`config.mk`:
```
export PLATFORM = sky130hd
export DESIGN_NAME = multicycle_main_controller
export DESIGN_NICKNAME = d
export VERILOG_FILES = /design/src/rtl/multicycle_main_controller.sv
export SDC_FILE = /design/constraint.sdc
export NUM_CORES = 1
export LEC_CHECK = 0
export BUFFER_PORTS_ARGS = -buffer_cell sky130_fd_sc_hd__buf_2
export CAP_MARGIN = 10
export CORE_UTILIZATION = 43
export DETAILED_ROUTE_END_ITERATION = 16
export PLACE_DENSITY = 0.87
export SLEW_MARGIN = 20
export SYNTH_ARGS = -nofsm -noshare
export SYNTH_HDL_FRONTEND = slang
export SYNTH_SLANG_ARGS = --single-unit
```
`constraint.sdc`:
```
create_clock -name CLK -period 1.8 [get_ports CLK]
set_clock_uncertainty 0.2 [all_clocks]
set_input_delay 0.18 -clock CLK [delete_from_list [all_inputs] [get_ports CLK]]
set_output_delay 0.18 -clock CLK [all_outputs]
set_load 0.01 [all_outputs]
```
`src/rtl/multicycle_main_controller.sv`:
```
// Multicycle RV32I main control FSM with cache ready handshake,
// optional jalr/lui support and an optional memory-wait watchdog.
module multicycle_main_controller #(
  parameter  int EXT_ISA    = 0,
  parameter  int WAIT_LIMIT = 0,
  parameter  int CNT_W      = 8,
  localparam int IMM_W      = 2 + EXT_ISA
) (
  input  logic             CLK,
  input  logic             RST,
  input  logic [6:0]       OP6_0,
  input  logic             Zero,
  input  logic             MemReady,
  output logic             MemReq,
  output logic             AdrSrc,
  output logic             MemWrite,
  output logic             IRWrite,
  output logic             PCWrite,
  output logic             RegWrite,
  output logic [1:0]       ResultSrc1_0,
  output logic [1:0]       ALUSrcA1_0,
  output logic [1:0]       ALUSrcB1_0,
  output logic [1:0]       ALUOP1_0,
  output logic [IMM_W-1:0] ImmSrc,
  output logic             IllegalOp,
  output logic             MemTimeout,
  output logic [3:0]       State
);

  localparam logic [6:0] OP_LW   = 7'b0000011;
  localparam logic [6:0] OP_SW   = 7'b0100011;
  localparam logic [6:0] OP_R    = 7'b0110011;
  localparam logic [6:0] OP_I    = 7'b0010011;
  localparam logic [6:0] OP_BEQ  = 7'b1100011;
  localparam logic [6:0] OP_JAL  = 7'b1101111;
  localparam logic [6:0] OP_JALR = 7'b1100111;
  localparam logic [6:0] OP_LUI  = 7'b0110111;
  localparam bit         EXT     = (EXT_ISA != 0);
  localparam bit         WD_EN   = (WAIT_LIMIT > 0);

  typedef enum logic [3:0] {
    S_FETCH    = 4'd0,  S_DECODE   = 4'd1,
    S_MEMADR   = 4'd2,  S_MEMREAD  = 4'd3,
    S_MEMWB    = 4'd4,  S_MEMWRITE = 4'd5,
    S_EXECUTER = 4'd6,  S_EXECUTEI = 4'd7,
    S_ALUWB    = 4'd8,  S_BEQ      = 4'd9,
    S_JAL      = 4'd10, S_JALR     = 4'd11,
    S_JALRWB   = 4'd12, S_LUI      = 4'd13,
    S_HALT     = 4'd14
  } state_e;

  state_e           state_q, state_d;
  logic [CNT_W-1:0] cnt_q, cnt_d, cnt_inc;
  logic             to_q;
  logic             mreq, mw, irw, pcupd, branch, rw, adr;
  logic             illegal, waiting, wd_expire;
  logic [1:0]       res, srca, srcb, aluop;
  logic [2:0]       imm;

  always_ff @(posedge CLK or negedge RST) begin
    if (!RST) begin
      state_q <= S_FETCH;
      cnt_q   <= '0;
      to_q    <= 1'b0;
    end else begin
      state_q <= state_d;
      cnt_q   <= cnt_d;
      to_q    <= to_q | wd_expire;
    end
  end

  // Watchdog counts only stalled request cycles; MemReady on the limit cycle wins.
  assign waiting   = mreq & ~MemReady;
  assign cnt_inc   = cnt_q + 1'b1;
  assign wd_expire = WD_EN && waiting
                     && (cnt_inc == CNT_W'(WAIT_LIMIT));

  always_comb begin
    cnt_d = '0;
    if (WD_EN && state_d == state_q)
      cnt_d = waiting ? cnt_inc : cnt_q;
  end

  always_comb begin
    state_d = state_q;
    illegal = 1'b0;
    unique case (state_q)
      S_FETCH:    if (MemReady) state_d = S_DECODE;
      S_DECODE: begin
        case (OP6_0)
          OP_LW, OP_SW: state_d = S_MEMADR;
          OP_R:         state_d = S_EXECUTER;
          OP_I:         state_d = S_EXECUTEI;
          OP_BEQ:       state_d = S_BEQ;
          OP_JAL:       state_d = S_JAL;
          OP_JALR: begin
            state_d = EXT ? S_JALR : S_FETCH;
            illegal = !EXT;
          end
          OP_LUI: begin
            state_d = EXT ? S_LUI : S_FETCH;
            illegal = !EXT;
          end
          default: begin
            state_d = S_FETCH;
            illegal = 1'b1;
          end
        endcase
      end
      S_MEMADR:   state_d = (OP6_0 == OP_SW) ? S_MEMWRITE
                                             : S_MEMREAD;
      S_MEMREAD:  if (MemReady) state_d = S_MEMWB;
      S_MEMWRITE: if (MemReady) state_d = S_FETCH;
      S_EXECUTER, S_EXECUTEI,
      S_JAL, S_LUI: state_d = S_ALUWB;
      S_JALR:     state_d = S_JALRWB;
      S_HALT:     state_d = S_HALT;
      default:    state_d = S_FETCH;
    endcase
    if (wd_expire) state_d = S_HALT;
  end

  always_comb begin
    mreq = 1'b0; mw = 1'b0; irw = 1'b0; pcupd = 1'b0;
    branch = 1'b0; rw = 1'b0; adr = 1'b0;
    res = 2'b00; srca = 2'b00; srcb = 2'b00; aluop = 2'b00;
    unique case (state_q)
      S_FETCH: begin
        mreq = 1'b1; srcb = 2'b10; res = 2'b10;
        irw = MemReady; pcupd = MemReady;
      end
      S_DECODE:   begin srca = 2'b01; srcb = 2'b01; end
      S_MEMADR:   begin srca = 2'b10; srcb = 2'b01; end
      S_MEMREAD:  begin mreq = 1'b1; adr = 1'b1; end
      S_MEMWB:    begin res = 2'b01; rw = 1'b1; end
      S_MEMWRITE: begin mreq = 1'b1; adr = 1'b1; mw = 1'b1; end
      S_EXECUTER: begin srca = 2'b10; aluop = 2'b10; end
      S_EXECUTEI: begin
        srca = 2'b10; srcb = 2'b01; aluop = 2'b10;
      end
      S_ALUWB:    rw = 1'b1;
      S_BEQ: begin
        srca = 2'b10; aluop = 2'b01; branch = 1'b1;
      end
      S_JAL: begin
        srca = 2'b01; srcb = 2'b10; pcupd = 1'b1;
      end
      S_JALR: begin
        srca = 2'b10; srcb = 2'b01; res = 2'b10; pcupd = 1'b1;
      end
      S_JALRWB: begin
        srca = 2'b01; srcb = 2'b10; res = 2'b10; rw = 1'b1;
      end
      S_LUI:      begin srca = 2'b11; srcb = 2'b01; end
      default: ;
    endcase
  end

  always_comb begin
    imm = 3'b000;
    case (OP6_0)
      OP_SW:   imm = 3'b001;
      OP_BEQ:  imm = 3'b010;
      OP_JAL:  imm = 3'b011;
      OP_LUI:  imm = EXT ? 3'b100 : 3'b000;
      default: imm = 3'b000;
    endcase
  end

  // Strobes are held low for as long as reset is asserted.
  assign MemReq       = RST & mreq;
  assign MemWrite     = RST & mw;
  assign IRWrite      = RST & irw;
  assign PCWrite      = RST & (pcupd | (branch & Zero));
  assign RegWrite     = RST & rw;
  assign IllegalOp    = RST & illegal;
  assign AdrSrc       = adr;
  assign ResultSrc1_0 = res;
  assign ALUSrcA1_0   = srca;
  assign ALUSrcB1_0   = srcb;
  assign ALUOP1_0     = aluop;
  assign ImmSrc       = IMM_W'(imm);
  assign MemTimeout   = to_q;
  assign State        = state_q;

endmodule

```
# Yosys cells after proc, flatten, opt, wreduce, memory -nomap -nowiden
# Index checks and enable logic that the tools add are counted.
# Widths: inputs -> output; s select.
[word_totals]
out_inout_bits = 22
register_bits = 4
in_bits = 11
[op_classes]
bitwise_logic = 8
n_eq_ne = 23
n_reduce_logical = 15
mux = 20
[ops]
columns = ["cell", "n"]
rows = [
  ["$pmux 4 s8", 1],
  ["$eq 4x4->1 const B", 7],
  ["$pmux 4 s5", 1],
  ["$eq 4x3->1 const B", 4],
  ["$reduce_or 3->1", 5],
  ["$eq 7x6->1 const B", 2],
  ["$eq 7x7->1 const B", 2],
  ["$mux 4", 3],
  ["$pmux 2 s2", 3],
  ["$pmux 2 s3", 2],
  ["$reduce_or 5->1", 2],
  ["$eq 4x2->1 const B", 2],
  ["$mux 1", 8],
  ["$reduce_or 2->1", 4],
  ["$and 1x1->1", 7],
  ["$eq 7x2->1 const B", 1],
  ["$eq 7x5->1 const B", 1],
  ["$ne 2x2->1 const B", 3],
  ["$reduce_or 6->1", 1],
  ["$eq 4x1->1 const B", 1],
  ["$logic_not 4->1", 1],
  ["$reduce_or 4->1", 1],
  ["$mux 3", 1],
  ["$reduce_and 3->1", 1],
  ["other kinds (2)", 2],
]

# Logic depth before layout (Yosys ltp)
# Gate-level depths: netlist of the first run.
[logic_depth]
ltp_word = 5
depth_mapped = 5
mapped_depth_nobuf = 4

# Worst setup path after synthesis of the first run
# OpenSTA, ideal clock, no wires.
[synth_timing]
path_kind = "reg2out"
from = "register state_q[2], in the netlist State[2]"
to = "output port MemReq"
setup_slack_ns = 0.060
arrival_time_ns = 1.360
stages_incl_launch_ff = 5
required_time_ns = 1.420
path_cell_list = "dfrtp_1 buf_2 nand2b_1 mux2_2 nor3b_1"
[synth_via]
elab_chain_cells = 4
elab_cells_between_ends = 6
cone_classes = "eq/ne: 2; mux: 1; bitwise: 1; reduce/logical: 2"
[synth_rtl]
columns = ["item", "line", "source"]
rows = [
  ["from (decl)", "52", "state_e state_q, state_d;"],
  ["from (signal assigned)", "66", "state_q <= state_d;"],
  ["$eq 4x3->1, or another cell as far along", "127", "unique case (state_q)"],
  ["$reduce_or 3->1 (no line) (*)", "-", ""],
  ["$mux 1 (*)", "127", ""],
  ["$and 1x1->1 (*)", "171", "assign MemReq = RST & mreq;"],
  ["to (decl)", "14", "output logic MemReq,"],
]
# Every way passes the cells marked *; elsewhere a longest branch is shown, timed or not.

# Worst setup path after layout of the first run
[layout_timing]
from = "register state_q[3], in the netlist State[3]"
to = "output port PCWrite"
[layout_via]
elab_chain_cells = 5
elab_cells_between_ends = 10
cone_classes = "eq/ne: 3; mux: 2; bitwise: 3; reduce/logical: 2"
[layout_rtl]
columns = ["item", "line", "source"]
rows = [
  ["$eq 4x4->1", "127", ""],
  ["$reduce_or 2->1 (no line) or $mux 1 (tied branches)", "-", ""],
  ["$pmux 1 s2 or $and 1x1->1 (tied branches)", "127, 174", ""],
  ["$or 1x1->1 (*)", "174", "assign PCWrite = RST & (pcupd | (branch & Zero));"],
  ["$and 1x1->1 (*)", "174", ""],
  ["to (decl)", "18", "output logic PCWrite,"],
]
# Marked as above.

==> results.json, run 1 <==
{
  "leakage_nw": 0.509,
  "place_congestion": 0.881,
  "vias": 885,
  "initial_utilization_pct": 47.2,
  "worstSetupEndpoint": "PCWrite",
  "path_clk_slew_ns": 0.04,
  "cts_buffers": 3,
  "clock.fmax_mhz": 524,
  "largest_register_ffs": 4,
  "grt_first_pass_wirelength_mm": 2.98,
  "synthAdderAreaFrac_pct": 0,
  "routedWlPerCell_um": 16.4,
  "synthMuxAreaShare_pct": 3.62,
  "synth_xor_area_share_pct": 5.63,
  "regArea_um2": 105,
  "clock_latency_ns": 0.23,
  "fin_ws_ns": -0.109,
  "multi_input_area_um2": 587,
  "internal_power_w": 0.000420,
  "clockPowerShare_pct": 14.9,
  "ys_seq_area_share_pct": 16.1,
  "tns_ns": -0.167,
  "antenna_left": 0,
  "core-area_mm2": 0.00132,
  "htreeDepth": 1,
  "grt_usage_pct": 27.5,
  "dp_slack_ns": 0.0623,
  "maxCapViolations": 0,
  "post-dp-hpwl_mm": 1.34,
  "clk_path_buf_depth": 2,
  "ys_ff_latch": 4,
  "grt_max_degree": 17,
  "nFillCells": 78,
  "yosysWarnings": 0,
  "cp-end-kind": "output port",
  "ys_types": 37,
  "post-place-cells": 134,
  "crit_fanout": 6,
  "violations": "negative setup slack",
  "antenna_found_initial": 0,
  "crit_path_start": "State[3]",
  "slew_violations": 0,
  "drive_above_1_share_pct": 58.5,
  "combPwrFrac_pct": 67.5,
  "syn_area_um2": 622,
  "finalHoldViolations": 0,
  "rr_worst_depth": 6,
  "synth_top_family_by_area": "simple AND/OR/NAND/NOR gates",
  "syn_inst": 90,
  "hp-class": "input port to async pin",
  "slowest_delay_ns": 0.44,
  "routed_wl_mm": 2.46,
  "fp.dieArea_mm2": 0.00160,
  "crit_chain": "buf_4 -> nor2_4 -> nand2_1 -> nor2_2 -> o21bai_1 -> buf_2",
  "p_sw_share_pct": 42.5,
  "cp_num_buf_inv": 2,
  "first_global_vias": 684,
  "critical_path_class": "flop to output port",
  "overflow": 0,
  "syn_to_final_growth_pct": 69.0,
  "first_pass_iters": 4,
  "synthesis.nets": 101,
  "finalSetupViolCount": 4,
  "cp_num_cells": 6,
  "irDropWorstVdd_uv": 662,
  "power.density_mw_per_mm2": 695,
  "cts_root_buf": "clkbuf_4",
  "critPathSlowestCell": "dfrtp_2",
  "fin_crit_ns": 1.91,
  "p_seq_share_pct": 17.7,
  "critPathTopFamily": "flip-flops",
  "stdcell_count": 150,
  "worstPathArrival_ns": 1.53,
  "min_period_over_period_pct": 106,
  "synth_compound_area_share_pct": 24.5,
  "cts_sinks": 4,
  "vias_per_cell": 5.90,
  "n_antenna_cell": 0,
  "reg2reg_to": "State[0]",
  "finalNetCount": 148,
  "r2r-start": "State[3]",
  "finalPower_w": 0.000730,
  "fp-row-count": 13,
  "drc": 0,
  "yosys.area_share.simple_pct": 43.9,
  "drtIter0Drc": 42,
  "start_kind": "flop",
  "crit_required_ns": 1.42,
  "avgSynthCellArea_um2": 6.91,
  "dieWidth_um": 40.0,
  "power_switching_w": 0.000310,
  "status": "finished with violations",
  "grt_setup_unrepaired": "true",
  "cts_tree": "yes",
  "io_buffers": 31,
  "io_pins": 33,
  "die_height_um": 40.0,
  "rrSetupSlack_ns": 0.06
}
==> logic make-up (layout without fill, tap and decap cells) <==
kind of cell | Yosys count | count (layout)
DFF | 4 | 4
xor gates and xnor gates | 4 | 4
other | 1 | 1
buffers and inverters | 7 | 52
AOI/OAI and AO/OA | 23 | 23
and+or+nand+nor | 49 | 49
muxes | 2 | 2
==> stage by stage <==
| stage | area (um^2) | hold WS, ns | util (%) |
|---|---|---|---|
| floorplan | 622 | -0.316 | - |
| global placement | 798 | -0.181 | 60.6 |
| detailed placement | 798 | -0.178 | 60.6 |
| CTS | 931 | 0.124 | 70.7 |
| global route | 1050 | 0.167 | 79.8 |
| finish | 1050 | 0.157 | 79.8 |
==> power by group through the flow <==
stage	Sequential (W)	Combinational, W	Clock (W)
3_3_place_gp	0.000123	0.000355	0
2_1_floorplan	0.000115	0.000249	0
5_1_grt	0.000131	0.000532	0.000115
6_report	0.000129	0.000493	0.000109
4_1_cts	0.000128	0.000400	0.000111
3_5_place_dp	0.000124	0.000361	0
==> per-layer routing <==
layer	wire length [um]	part of all wire, %	GRT usage, %
met1	999	41	34.6
met2	1260	51	47.6
met3	151	6.1	3.89
met4	57	2.3	8.62
met5	0	0	0
==> synthesized netlist by cell type <==
master / count / area (um^2)
nor3_1: 5 / 25.0
nand3_4: 1 / 17.5
nor2_2: 1 / 6.26
o211a_1: 1 / 10.0
buf_2: 4 / 20.0
buf_1: 1 / 3.75
a31o_2: 2 / 17.5
a21boi_0: 1 / 7.51
nor2_1: 8 / 30.0
o21bai_1: 1 / 7.51
nor3b_1: 3 / 22.5
nand2b_1: 5 / 31.3
and2b_1: 1 / 7.51
mux2_2: 2 / 22.5
xor2_1: 1 / 8.76
buf_4: 1 / 7.51
o22ai_1: 2 / 12.5
nand4_1: 2 / 12.5
a32oi_1: 1 / 8.76
dfrtp_1: 4 / 100
o21ai_1: 1 / 5.00
a21oi_1: 7 / 35.0
nor4_1: 1 / 6.26
nand2_1: 11 / 41.3
a211o_1: 2 / 17.5
a22o_1: 1 / 8.76
and3_1: 1 / 6.26
nor2b_1: 4 / 25.0
xnor2_1: 3 / 26.3
nor4b_1: 1 / 8.76
o21ai_0: 3 / 15.0
nand3_1: 3 / 15.0
conb_1: 1 / 3.75
clkbuf_1: 1 / 3.75
or3_4: 1 / 11.3
and2_1: 1 / 6.26
a21o_1: 1 / 7.51
==> how the worst min path moves through the flow <==
stage          from  endpoint  slack [ns]  cells after the start
2_1_floorplan   RST  State[0]       -0.32                      0
3_3_place_gp    RST  State[2]       -0.18                      1
3_5_place_dp    RST  State[2]       -0.18                      1
4_1_cts         RST  State[2]        0.12                      2
5_1_grt         RST  State[0]        0.17                      2
6_report        RST  State[3]        0.16                      2
==> cells in the final DEF, fill, tap and decap left out, types with 3 or more instances in the layout <==
master / count
nand2b_4: 3
nor3_1: 3
nor2_1: 6
buf_2: 29
nand3_1: 3
nand2_1: 8
nor2b_4: 3
a21oi_1: 6
buf_4: 15
o21ai_0: 3
clkbuf_4: 4
dfrtp_2: 4
==> timing repair <==
item                                   in CTS  in global routing
pin swaps                                   5                  3
hold buffers                                1                  0
setup endpoints to repair                   8                  7
gates resized for setup                    17                 18
setup buffers                               5                  7
endpoints found under the hold margin       4                  0
cloned                                      0                  0
==> cell type report <==
| class | instances | area share (%) |
|---|---|---|
| multi-input cells | 79 | 55.8 |
| repair buffers | 49 | 30.2 |
| well taps | 15 | 1.79 |
| flip-flops and latches | 4 | 10.0 |
| clock buffers | 3 | 2.14 |
Note: power is estimated with default switching activity, not from simulation.
==> run 2, diff against run 1 <==
- BUFFER_PORTS_ARGS: -buffer_cell sky130_fd_sc_hd__buf_2 -> not set
- CORE_AREA: not set -> 2 2 39 41
- CORE_UTILIZATION: 43 -> not set
- DIE_AREA: not set -> 0 0 41 43
- DONT_BUFFER_PORTS: not set -> 1
- PLACE_DENSITY: 0.87 -> 0.71
- SLEW_MARGIN: 20 -> 0
==> run 2 against run 1 <==
  * The run still ends with negative setup slack left
  * First-iteration DRC count down 62%
  * Hold slack worse by 0.15 ns
  * Highest routed layer is now met3
  * Critical path depth decreased by 2
  * Final area decreased by 20%
  * Register-to-register slack gained 0.03 ns
  * Worst setup slack improved by 0.11 ns
  * Combinational power decreased by 27%
  * Non-clock buffer count down 31
  * Die area is 10% higher
  * Flip-flop and latch count stayed put
  * Largest power group unchanged
  * Via count fell by 19%
  * Global-route usage is 7.4 points lower
==> results.json, run 2 (same netlist as run 1, synthesis figures left out) <==
{
  "syn_to_final_growth_pct": 35.8,
  "slowest_delay_ns": 0.47,
  "combPwrFrac_pct": 59.9,
  "io_pins": 33,
  "crit_path_start": "State[0]",
  "critPathSlowestCell": "dfrtp_2",
  "cp_num_cells": 4,
  "leakage_nw": 0.348,
  "post-place-cells": 110,
  "rrSetupSlack_ns": 0.09,
  "met3_usage_pct": 2.09,
  "routed_wl_mm": 1.78,
  "reg2reg_to": "State[0]",
  "power.density_mw_per_mm2": 714,
  "drive_above_1_share_pct": 39.4,
  "hp-class": "input port to flop",
  "vias_per_cell": 5.98,
  "final_common_cell": "buf_4",
  "cts_buffers": 3,
  "routedWlPerCell_um": 14.8,
  "first_global_vias": 609,
  "crit_required_ns": 1.42,
  "fp.dieArea_mm2": 0.00176,
  "core-area_mm2": 0.00138,
  "rr_worst_depth": 4,
  "cts_sinks": 4,
  "largest_register_ffs": 4,
  "first_pass_iters": 4,
  "irDropWorstVdd_uv": 507,
  "drc": 0,
  "start_kind": "flop",
  "grt_usage_pct": 20.1,
  "cts_root_buf": "clkbuf_4",
  "r2r-start": "State[0]",
  "dieWidth_um": 41,
  "critPathTopFamily": "flip-flops",
  "fp-row-count": 14,
  "internal_power_w": 0.000354,
  "antenna_left": 0,
  "grt_max_degree": 17,
  "finalSetupViolCount": 1,
  "worstSetupEndpoint": "MemReq",
  "finalPower_w": 0.000603,
  "cp-end-kind": "output port",
  "violations": "negative setup slack",
  "grt_setup_unrepaired": "true",
  "use_met1_pct": 28.2,
  "finalNetCount": 117,
  "cts_tree": "yes",
  "drtIter0Drc": 16,
  "worstPathArrival_ns": 1.42,
  "post-dp-hpwl_mm": 1.22,
  "clock_latency_ns": 0.23,
  "fin_crit_ns": 1.80,
  "maxCapViolations": 0,
  "clk_path_buf_depth": 2,
  "met2_usage_pct": 31.3,
  "status": "finished with violations",
  "clock.fmax_mhz": 556,
  "overflow": 0,
  "die_height_um": 43,
  "stdcell_count": 120,
  "slew_violations": 0,
  "power_switching_w": 0.000249,
  "antenna_found_initial": 0,
  "htreeDepth": 1,
  "grt_first_pass_wirelength_mm": 2.52,
  "clockPowerShare_pct": 18.1,
  "crit_fanout": 6,
  "layout_common_cells": "buf_4, nand2_1, nor2_1, a21oi_1",
  "path_clk_slew_ns": 0.04,
  "critical_path_class": "flop to output port",
  "p_seq_share_pct": 22.0,
  "cp_num_buf_inv": 1,
  "crit_chain": "xor2_1 -> mux2_2 -> nor3b_2 -> buf_4",
  "n_antenna_cell": 0,
  "min_period_over_period_pct": 100,
  "fin_ws_ns": -0.0000545,
  "p_sw_share_pct": 41.3,
  "grt-busiest-layer": "met2",
  "place_congestion": 0.785,
  "vias": 718,
  "io_buffers": 0,
  "initial_utilization_pct": 44.9,
  "finalHoldViolations": 0
}
-- run 2: layer usage --
metal | up-vias | wire length [um]
met1 | 339 | 753
met2 | 26 | 913
li1 | 353 | -
met4 | 0 | 0
met5 | - | 0
met3 | 0 | 110
-- run 2: cell type report --
type / instances / area, um^2
clock buffer: 3 / 22.5
fill: 133 / 539
multi-input combinational: 79 / 547
sequential: 4 / 105
tap: 16 / 20.0
timing repair buffer: 18 / 150
-- run 2: power by group through the flow --
stage / clock network, W / registers (W) / logic, W
finish: 0.000109 / 0.000133 / 0.000361
global route: 0.000121 / 0.000137 / 0.000397
CTS: 0.000114 / 0.000131 / 0.000339
detailed placement: 0 / 0.000127 / 0.000306
global placement: 0 / 0.000126 / 0.000304
floorplan: 0 / 0.000115 / 0.000249
-- run 2: repair_timing --
item,CTS,global route
pin swaps,2,4
hold buffers,3,0
hold endpoints to repair,5,0
setup buffers,2,2
gates resized for setup,9,11
endpoints found under the setup margin,8,9
-- run 2: worst min-delay path by stage --
stage | start | end | depth (start not counted)
floorplan | RST | State[0] | 0
global placement | RST | State[3] | 0
detailed placement | RST | State[2] | 0
CTS | OP6_0[1] | State[2] | 4
global route | OP6_0[4] | State[2] | 2
finish | OP6_0[1] | State[2] | 4
-- run 2: stage by stage --
step	util, %	setup TNS, ns	cell area, um^2	setup slack [ns]	hold slack [ns]
global placement	49.8	0	689	0.157	-0.315
detailed placement	49.8	0	689	0.148	-0.315
floorplan	-	0	622	0.0596	-0.316
global route	61.0	-0.107	845	-0.0526	0.0123
CTS	56.8	-0.0618	786	-0.0326	0.00499
finish	61.0	-0.0000545	845	-0.0000545	0.00840
-- run 2: worst register-to-register path: stages, from the launching register on --
cell and delay [ns]:
dfrtp_2 0.47, and2b_2 0.23, buf_4 0.15, mux2_2 0.26, a211o_1 0.28
